**config.mk**
```make
export PLATFORM = sky130hd
export DESIGN_NAME = pipe_chain
export DESIGN_NICKNAME = d
export VERILOG_FILES = /design/src/rtl/pipe_chain.sv
export SDC_FILE = /design/constraint.sdc
export NUM_CORES = 1
export LEC_CHECK = 0
export CAP_MARGIN = 20
export CELL_PAD_IN_SITES_DETAIL_PLACEMENT = 1
export CELL_PAD_IN_SITES_GLOBAL_PLACEMENT = 1
export CORE_MARGIN = 8
export CORE_UTILIZATION = 42
export DETAILED_ROUTE_END_ITERATION = 8
export PLACE_DENSITY = 0.78
export SYNTH_ARGS = -nofsm -noshare
export SYNTH_HDL_FRONTEND = slang
export SYNTH_SLANG_ARGS = --single-unit
```
**constraint.sdc**
```tcl
create_clock -name clk -period 2.3 [get_ports clk]
set_clock_uncertainty 0.15 [all_clocks]
set_input_delay 0.46 -clock clk [delete_from_list [all_inputs] [get_ports clk]]
set_output_delay 0.46 -clock clk [all_outputs]
set_load 0.05 [all_outputs]
```
**src/rtl/pipe_chain.sv**
```systemverilog
// Elastic register chain with collapsing bubbles, per-stage flush and hazard match vectors.
// Optional input back-pressure counter enabled by defining PIPE_CHAIN_STALL_CNT_EN.
module pipe_chain #(
    parameter int DATA_W = 32,
    parameter int DEPTH  = 4,
    parameter int ADDR_W = 5
) (
    input  logic              clk,
    input  logic              rst,
    input  logic              in_valid,
    output logic              in_ready,
    input  logic [DATA_W-1:0] in_data,
    input  logic [ADDR_W-1:0] in_dest,
    input  logic              in_wb_en,
    input  logic [DEPTH-1:0]  flush,
    output logic              out_valid,
    output logic [DATA_W-1:0] out_data,
    output logic [ADDR_W-1:0] out_dest,
    output logic              out_wb_en,
    input  logic              out_ready,
    input  logic [ADDR_W-1:0] src_a,
    input  logic [ADDR_W-1:0] src_b,
    output logic [DEPTH-1:0]  hit_a,
    output logic [DEPTH-1:0]  hit_b,
    output logic [3:0]        occupancy,
    output logic [31:0]       stall_cnt
);

    logic [DEPTH-1:0]  valid_q;
    logic [DATA_W-1:0] data_q  [DEPTH];
    logic [ADDR_W-1:0] dest_q  [DEPTH];
    logic [DEPTH-1:0]  wb_en_q;
    logic [DEPTH-1:0]  adv;
    logic              load_0;

    // A stage advances when it is valid and the stage ahead is empty or itself advancing.
    always_comb begin
        logic [DEPTH-1:0] a;
        a = '0;
        a[DEPTH-1] = valid_q[DEPTH-1] & out_ready;
        for (int k = DEPTH - 2; k >= 0; k--) begin
            a[k] = valid_q[k] & (~valid_q[k+1] | a[k+1]);
        end
        adv = a;
    end

    assign in_ready = ~valid_q[0] | adv[0];
    assign load_0   = in_valid & in_ready;

    always_ff @(posedge clk or negedge rst) begin
        if (!rst) begin
            valid_q <= '0;
            wb_en_q <= '0;
            for (int k = 0; k < DEPTH; k++) begin
                data_q[k] <= '0;
                dest_q[k] <= '0;
            end
        end else begin
            if (load_0) begin
                valid_q[0] <= 1'b1;
                data_q[0]  <= in_data;
                dest_q[0]  <= in_dest;
                wb_en_q[0] <= in_wb_en;
            end else if (adv[0]) begin
                valid_q[0] <= 1'b0;
            end
            for (int k = 1; k < DEPTH; k++) begin
                if (adv[k-1]) begin
                    valid_q[k] <= 1'b1;
                    data_q[k]  <= data_q[k-1];
                    dest_q[k]  <= dest_q[k-1];
                    wb_en_q[k] <= wb_en_q[k-1];
                end else if (adv[k]) begin
                    valid_q[k] <= 1'b0;
                end
            end
            // NOTE: the last non-blocking assignment to a bit wins, so flush overrides any capture above.
            for (int k = 0; k < DEPTH; k++) begin
                if (flush[k]) valid_q[k] <= 1'b0;
            end
        end
    end

    assign out_valid = valid_q[DEPTH-1];
    assign out_data  = data_q[DEPTH-1];
    assign out_dest  = dest_q[DEPTH-1];
    assign out_wb_en = wb_en_q[DEPTH-1];

    always_comb begin
        hit_a     = '0;
        hit_b     = '0;
        occupancy = '0;
        for (int k = 0; k < DEPTH; k++) begin
            hit_a[k]  = valid_q[k] & wb_en_q[k] & (dest_q[k] == src_a) & (src_a != '0);
            hit_b[k]  = valid_q[k] & wb_en_q[k] & (dest_q[k] == src_b) & (src_b != '0);
            occupancy = occupancy + 4'(valid_q[k]);
        end
    end

`ifdef PIPE_CHAIN_STALL_CNT_EN
    always_ff @(posedge clk or negedge rst) begin
        if (!rst) begin
            stall_cnt <= '0;
        end else if (in_valid && !in_ready && (stall_cnt != 32'hFFFF_FFFF)) begin
            stall_cnt <= stall_cnt + 32'd1;
        end
    end
`else
    assign stall_cnt = '0;
`endif

endmodule

```
After elaboration in Yosys (flattened, before gate mapping) --
Cells that the tools add are included. W data, S select, Z words.
Operators by class: reduce and logical (&&, ||, !) cells 6, bitwise logic cells 33, divide/modulo/power cells 0, shift-type cells 0, magnitude comparators 0, muxes and demuxes 12, equality and inequality tests 8, multiply operators 0, add/sub/neg operators 3
Operators with widths (number):
- $eq A5 B5 Y1 | 8
- $and A1 B1 Y1 | 25
- $mux W1 | 12
- $reduce_bool A3 Y1 | 4
- $reduce_bool A5 Y1 | 2
- $add A3 B1 Y4 | 1
- $not A1 Y1 | 4
- $or A1 B1 Y1 | 4
- $add A2 B1 Y3 | 1
- $add A1 B1 Y2 | 1
Storage, ports and cells: input bits 56, logic and storage cells 78, output and inout port bits 84, bits in read-only memories 0, memories 0, latch bits 0, RAM bits 0, flip-flop bits (word level) 156

Depth between registers and ports, before layout --
Gate-level depths: netlist (run 1).
word-level depth 11, gate-level depth with buffers 5, mapped depth without buffers 5

Least setup slack after synthesis (run 1) --
Ideal clock, no wire load.
path kind input -> output, start input port src_a[4], end output port hit_a[1], setup slack -0.974 ns, arrival time 2.664 ns, buffers on the path 1, data required time 1.690 ns, stages 4, cell sequence clkbuf_1 > xor2_1 > a2111o_1 > nor4_1
Between the ends: cells in the longest elaborated chain, start to end 3
RTL lines:
- start: declaration | RTL line 21 | input logic [ADDR_W-1:0] src_a,
- $eq A5 B5 Y1 | RTL line 94 | hit_a[k] = valid_q[k] & wb_en_q[k] & (dest_q[k] == src_a) & (src_a != '0);
- $and A1 B1 Y1 | RTL line 94
- $and A1 B1 Y1 (*) | RTL line 94
- end: declaration | RTL line 23 | output logic [DEPTH-1:0] hit_a,
Every way passes the cells marked *; elsewhere a longest branch is shown, timed or not.

Worst setup path in the final report (run 1) --
start register valid_q[1], end output port occupancy[1]
Between the ends: cells in the longest elaborated chain, start to end 3
RTL lines:
- start: declaration | RTL line 29 | logic [DEPTH-1:0] valid_q;
- start signal: assignment | RTL line 52 | valid_q <= '0;
- start signal: indexed assignment | RTL line 69 | valid_q[k] <= 1'b1;
- start signal: indexed assignment | RTL line 74 | valid_q[k] <= 1'b0;
- $add A1 B1 Y2 | RTL line 96 | occupancy = occupancy + 4'(valid_q[k]);
- $add A2 B1 Y3 | RTL line 96
- $add A3 B1 Y4 | RTL line 96
- end: declaration | RTL line 25 | output logic [3:0] occupancy,
Every way passes these cells.

==> flow_metrics.env, run 1 <==
export IMPL_io_pins=140
export IMPL_synth_distinct_cells=29
export IMPL_synth_compound_area_share_pct=0.934
export IMPL_coreArea_sq_mm=0.0164
export IMPL_dr_pass1_iters=4
export IMPL_yosysWarningCount=0
export IMPL_seq_area_frac_synth_pct=56.0
export IMPL_synthesis_area_sq_mm=0.00697
export IMPL_synth_xor_area_share_pct=4.65
export IMPL_r2r_start="valid_q[1]$_DFFE_PN0P_"
export IMPL_row_count=47
export IMPL_vias_per_cell=4.81
export IMPL_dp_cells=789
export IMPL_critPathCaptureType="output port"
export IMPL_hold_class="input pin to async pin"
export IMPL_die_h_um=145
export IMPL_clk_pin_slew_ns=0.07
export IMPL_drv_slew=0
export IMPL_grt_max_degree=78
export IMPL_synth_top_family_by_area="multiplexers"
export IMPL_synthAdderAreaFrac_pct=0.646
export IMPL_synthMuxAreaShare_pct=24.6
export IMPL_io_buffers=106
export IMPL_finalNonFillerCells=826
export IMPL_cts_sinks=156
export IMPL_finalHoldViolations=0
export IMPL_ir_worst_vdd_mv=0.729
export IMPL_cts_inserted_buffers=17
export IMPL_status="complete, but fails checks"
export IMPL_grt_pass1_wl_um=25600
export IMPL_die_area_sq_mm=0.0210
export IMPL_critPathLaunchType="flip-flop"
export IMPL_ctsRootBufferMaster="clkbuf_16"
export IMPL_worst_setup_path_type="flip-flop to output port"
export IMPL_synth_area_per_cell_sq_um=14.0
export IMPL_grt_overflow=0
export IMPL_crit_path_max_fanout=2
export IMPL_fin_crit_ns=2.61
export IMPL_pwr_share_comb_pct=32.3
export IMPL_switchingPower_mw=3.60
export IMPL_place_gp_congestion=0.850
export IMPL_synth_simple_area_share_pct=2.84
export IMPL_antenna_found_initial=0
export IMPL_finalSetupTns_ns=-0.808
export IMPL_die_width_um=145
export IMPL_netlist_instances=498
export IMPL_p_int_mw=6.35
export IMPL_routed_wl_um=16000
export IMPL_area_growth_pct=27.6
export IMPL_worst_ep_required_time_ns=1.69
export IMPL_drt_initial_drc_count=154
export IMPL_setup_ws_ns=-0.308
export IMPL_max_clock_freq_mhz=383
export IMPL_finalCritPeriodShare_pct=113
export IMPL_pwr_density_cell_mw_per_mm2=1120
export IMPL_rsz0062_at_grt="yes"
export IMPL_hold_ws_ns=0.301
export IMPL_p_clk_share_pct=27.6
export IMPL_setup_violations=4
export IMPL_n_antenna_cell=0
export IMPL_track_usage_pct=16.3
export IMPL_vias=3976
export IMPL_violations="setup timing"
export IMPL_dp_hpwl_um=11300
export IMPL_worst_pin_slew_ns=0.547
export IMPL_insertion_delay_ns=0.42
export IMPL_crit_start="valid_q[1]$_DFFE_PN0P_"
export IMPL_ant_nets=0
export IMPL_drive_above_1_share_pct=45.7
export IMPL_p_leak_nw=3.84
export IMPL_cts_tree="built"
export IMPL_clk_path_buf_depth=2
export IMPL_grt_pass1_vias=4666
export IMPL_arrival_ns=2.00
export IMPL_drt_wirelength_per_cell_um=19.4
export IMPL_pwr_share_seq_pct=40.2
export IMPL_slew_limit_headroom_pct=63.4
export IMPL_cts_htree_levels=4
export IMPL_fin_nets=652
export IMPL_drcViolationCount=0
export IMPL_drv_cap=0
export IMPL_ys_ff_latch=156
export IMPL_sw_frac_of_total_pct=36.2
export IMPL_initial_core_util_pct=42.5
==> per-layer routing <==
metal / vias up / routed length (um) / GRT usage [%]
met5: - / 0 / 0
met4: 0 / 129 / 4.60
met3: 11 / 851 / 4.30
met2: 91 / 8730 / 29.4
met1: 2084 / 6330 / 18.4
li1: 1790 / - / -
==> cell usage after synthesis <==
library cell / instances / area (sq um)
dfrtp_1: 156 / 3900
mux2_2: 152 / 1710
buf_4: 75 / 563
xnor2_1: 32 / 280
clkbuf_1: 10 / 37.5
inv_1: 8 / 30.0
nand4_1: 7 / 43.8
nor2_1: 7 / 26.3
buf_2: 6 / 30.0
buf_6: 5 / 56.3
xor2_1: 5 / 43.8
nand2_1: 4 / 15.0
nand3_1: 4 / 20.0
nor3_1: 4 / 20.0
nor4_1: 4 / 25.0
a21oi_1: 2 / 10.0
ha_1: 2 / 25.0
nand2b_1: 2 / 12.5
o21ai_0: 2 / 10.0
or4_1: 2 / 15.0
a2111o_1: 1 / 11.3
a21boi_2: 1 / 11.3
a21o_1: 1 / 7.51
a31oi_1: 1 / 6.26
and4b_4: 1 / 13.8
conb_1: 1 / 3.75
fa_1: 1 / 20.0
nor2b_1: 1 / 6.26
o221ai_1: 1 / 8.76
==> placed cells by master (no fill, tap or decap), types with 2 or more instances in the layout <==
cell type,synthesis,layout
mux2_2,152,152
dfrtp_1,156,147
clkdlybuf4s50_1,0,75
conb_1,1,33
buf_4,75,27
xnor2_1,32,25
clkbuf_16,0,17
buf_12,0,12
dfrtp_2,0,9
nand4_1,7,7
xnor2_2,0,7
buf_6,5,7
dlygate4sd2_1,0,7
xor2_1,5,5
nor2_1,7,5
clkinv_4,0,5
buf_2,6,5
inv_2,0,4
inv_1,8,4
nand3_1,4,4
nor3_2,0,4
inv_6,0,4
nor4_2,0,3
nand2_1,4,3
or4_4,0,2
nor2_4,0,2
o21ai_4,0,2
a21oi_1,2,2
ha_4,0,2
clkinv_8,0,2
clkbuf_2,0,2
dlymetal6s2s_1,0,2
==> worst max-delay path: stages, from the launching register on <==
cell and delay (ns):
dfrtp_1 0.37, inv_2 0.05, fa_1 0.55, inv_2 0.05, ha_4 0.16, ha_4 0.26, buf_12 0.13
==> cells by family after synthesis <==
kind of cell	after synthesis
DFF	156
muxes	152
buffers and inverters	104
xor gates and xnor gates	37
and+or+nand+nor	36
AOI/OAI and AO/OA	9
adders and majority gates	3
other	1
==> registers in the layout, indices dropped and copies added (netlist names) <==
name and count:
data_q 96, out_data 32, dest_q 15, out_dest 5, valid_q 4, wb_en_q 4
==> power groups by stage <==
| stage | Clock, mW | Combinational (mW) | Sequential, mW |
|---|---|---|---|
| final | 2.74 | 3.21 | 4.00 |
| after global placement | 0 | 3.13 | 3.97 |
| after floorplan | 0 | 2.67 | 3.85 |
| after detailed placement | 0 | 3.21 | 4.04 |
| after global routing | 2.92 | 3.38 | 4.11 |
| after CTS | 2.80 | 3.24 | 3.99 |
==> timing repair <==
item,in CTS,in global routing
cloned,0,0
buffers inserted,4,0
hold endpoints to repair,17,0
pin swaps,8,6
hold buffers,1,0
endpoints found under the setup margin,17,14
gates resized for setup,49,25
==> layout make-up <==
type	count	area, sq um
Sequential cell	156	3920
Tap cell	220	275
Clock buffer	18	429
Fill cell	1594	7520
Multi-Input combinational cell	270	2660
Inverter	8	30.0
Clock inverter	14	158
Timing Repair Buffer	140	1430
==> stage by stage <==
step | cell area [sq um] | worst slack (ns) | util, % | total power [mW]
6_report | 8890 | -0.308 | 54.2 | 9.95
3_5_place_dp | 8170 | -0.393 | 49.8 | 7.25
3_3_place_gp | 8170 | -0.355 | 49.8 | 7.10
4_1_cts | 8820 | -0.314 | 53.7 | 10.0
2_1_floorplan | 7150 | -0.339 | - | 6.52
5_1_grt | 8890 | -0.378 | 54.2 | 10.4
==> final timing paths <==
path	endpoint	slack [ns]	cells after the start
worst max-delay path	occupancy[1]	-0.31	6
worst min-delay path	data_q[104]$_DFFE_PN0P_	0.30	2
min in group clk	out_data[17]$_DFFE_PN0P_	0.35	1
worst max register to register	data_q[110]$_DFFE_PN0P_	0.32	6
max in group asynchronous	out_data[22]$_DFFE_PN0P_	1.03	3
worst min register to register	out_data[17]$_DFFE_PN0P_	0.35	1
No activity file was read; power rests on OpenSTA's default activity.
==> run 2: changes to the inputs <==
--- a/config.mk
+++ b/config.mk
@@ -6,8 +6,9 @@
 export NUM_CORES = 1
 export LEC_CHECK = 0
+export ABC_AREA = 0
 export CAP_MARGIN = 20
 export CELL_PAD_IN_SITES_DETAIL_PLACEMENT = 1
 export CELL_PAD_IN_SITES_GLOBAL_PLACEMENT = 1
-export CORE_MARGIN = 8
+export CORE_MARGIN = 4
 export CORE_UTILIZATION = 42
 export DETAILED_ROUTE_END_ITERATION = 8
--- a/constraint.sdc
+++ b/constraint.sdc
@@ -3,3 +3,3 @@
 set_input_delay 0.46 -clock clk [delete_from_list [all_inputs] [get_ports clk]]
 set_output_delay 0.46 -clock clk [all_outputs]
-set_load 0.05 [all_outputs]
+set_load 0.01 [all_outputs]
==> flow_metrics.env, run 2 (same netlist as run 1, synthesis figures left out) <==
export IMPL_p_int_mw=6.38
export IMPL_power_mw=8.85
export IMPL_io_pins=140
export IMPL_critPathCaptureType="output port"
export IMPL_row_count=46
export IMPL_regMostFlops="data_q"
export IMPL_drive_above_1_share_pct=44.3
export IMPL_crit_path_max_fanout=2
export IMPL_hold_ws_ns=0.350
export IMPL_die_area_sq_mm=0.0187
export IMPL_r2r_cells=7
export IMPL_ctsRootBufferMaster="clkbuf_16"
export IMPL_fin_crit_ns=2.55
export IMPL_ant_nets=0
export IMPL_sw_frac_of_total_pct=27.9
export IMPL_dp_cells=793
export IMPL_holdPathStages=1
export IMPL_ir_worst_vdd_mv=0.562
export IMPL_fin_nets=664
export IMPL_vias_per_cell=4.85
export IMPL_grt_max_degree=44
export IMPL_cts_sinks=156
export IMPL_finalNonFillerCells=835
export IMPL_worst_setup_path_type="flip-flop to output port"
export IMPL_vias=4047
export IMPL_initial_core_util_pct=43.4
export IMPL_place_gp_congestion=0.866
export IMPL_min_delay_worst_endpoint="out_data[31]$_DFFE_PN0P_"
export IMPL_pwr_density_cell_mw_per_mm2=998
export IMPL_drt_initial_drc_count=57
export IMPL_pwr_share_seq_pct=45.0
export IMPL_final_common_cell="dfrtp_1"
export IMPL_arrival_ns=1.94
export IMPL_mostFrequentLayoutCells="154 x dfrtp_1, 152 x mux2_2, 83 x clkdlybuf4s50_1"
export IMPL_area_growth_pct=27.3
export IMPL_die_width_um=137
export IMPL_track_usage_pct=18.3
export IMPL_cp_cell_sequence="inv_2, fa_1, inv_2, ha_4, ha_4, buf_6"
export IMPL_r2r_start="valid_q[3]$_DFFE_PN0P_"
export IMPL_drv_slew=0
export IMPL_pwr_share_comb_pct=24.5
export IMPL_cts_tree="built"
export IMPL_slowest_stage="fa_1"
export IMPL_coreArea_sq_mm=0.0161
export IMPL_insertion_delay_ns=0.41
export IMPL_rsz0062_at_grt="yes"
export IMPL_worstReg2RegEnd="data_q[125]$_DFFE_PN0P_"
export IMPL_critPathLaunchType="flip-flop"
export IMPL_p_leak_nw=3.84
export IMPL_violations="setup timing"
export IMPL_p_clk_share_pct=30.5
export IMPL_dp_hpwl_um=11300
export IMPL_worst_ep_required_time_ns=1.69
export IMPL_worst_path_buf_inv=3
export IMPL_hold_start="data_q[63]$_DFFE_PN0P_"
export IMPL_cts_inserted_buffers=17
export IMPL_die_h_um=137
export IMPL_grt_pass1_wl_um=25700
export IMPL_max_clock_freq_mhz=392
export IMPL_setup_ws_ns=-0.253
export IMPL_cts_htree_levels=4
export IMPL_crit_family="adder cells"
export IMPL_dr_pass1_iters=3
export IMPL_dp_slack_ns=-0.775
export IMPL_setup_violations=4
export IMPL_grt_pass1_vias=4629
export IMPL_status="complete, but fails checks"
export IMPL_clk_path_buf_depth=2
export IMPL_drcViolationCount=0
export IMPL_drt_wirelength_per_cell_um=19.4
export IMPL_antenna_found_initial=1
export IMPL_finalCritPeriodShare_pct=111
export IMPL_switchingPower_mw=2.47
export IMPL_finalCoreUtilization_pct=55.2
export IMPL_largest_reg_flops=96
export IMPL_grt_overflow=0
export IMPL_regToRegSetupSlack_ns=0.19
export IMPL_io_buffers=106
export IMPL_slowest_delay_ns=0.56
export IMPL_finalHoldViolations=0
export IMPL_hold_class="flip-flop to flip-flop"
export IMPL_routed_wl_um=16200
export IMPL_drv_cap=0
export IMPL_clk_pin_slew_ns=0.06
run 2: cell types whose count changed in the layout (fill, tap and decap cells not counted), sizes merged:
cell           previous run  this run
buf                      51        59
clkbuf                   20        22
clkdlybuf4s15             2         3
clkdlybuf4s50            75        83
clkinv                    8         4
clkinvlp                  0         3
diode                     0         1
dlygate4sd2               7         2
dlymetal6s2s              2         0
inv                      13        14
run 2: metal layers:
metal  vias up  track usage [%]  wire [um]  share of wire [%]
met1      2108             21.0       6330                 39
li1       1808                -          -                  -
met4         2             4.82        240                1.5
met2       106             33.0       8750                 54
met5         -                0         13              0.080
met3        23             5.77        874                5.4
run 2: power groups by stage:
stage / registers, mW / clock network (mW) / logic, mW
6_report: 3.98 / 2.70 / 2.16
3_3_place_gp: 3.98 / 0 / 2.04
5_1_grt: 4.08 / 2.91 / 2.33
2_1_floorplan: 3.83 / 0 / 1.58
4_1_cts: 4.00 / 2.77 / 2.20
3_5_place_dp: 4.03 / 0 / 2.14
run 2: layout make-up:
type	instances	area, sq um
fillers	1560	7190
flip-flops and latches	156	3910
multi-input cells	270	2610
repair buffers	152	1480
clock buffers	18	439
well taps	216	270
clock inverters	14	135
inverters	8	30.0
diodes	1	2.50
run 2: how the worst max path moves through the flow:
stage	endpoint	depth (start not counted)	start
after global routing	occupancy[1]	6	valid_q[1]$_DFFE_PN0P_
after floorplan	occupancy[1]	5	valid_q[3]$_DFFE_PN0P_
after CTS	occupancy[1]	6	valid_q[1]$_DFFE_PN0P_
final	occupancy[1]	6	valid_q[1]$_DFFE_PN0P_
after global placement	hit_a[1]	5	src_a[1]
after detailed placement	hit_a[1]	5	src_a[1]
run 2: per-stage QoR:
step / area [sq um] / setup TNS (ns)
floorplan: 7090 / 0
global placement: 8140 / -9.40
detailed placement: 8140 / -11.38
CTS: 8860 / -0.941
global route: 8870 / -0.908
finish: 8870 / -0.572
run 2: timing repair:
item                                   in CTS  in global routing
pin swaps                                  12                  8
endpoints found under the hold margin      38                  0
gates resized for setup                    98                 15
setup buffers                               8                  2
setup endpoints to repair                  12                  9
hold buffers                                1                  0
run 2: worst register-to-register path: cells and delay by family, from the launching register on:
family | cells | cell delay [ns]
AOI/OAI and AO/OA | 1 | 0.19
buffers and inverters | 4 | 0.69
DFF | 1 | 0.41
muxes | 1 | 0.37
and+or+nand+nor | 1 | 0.20
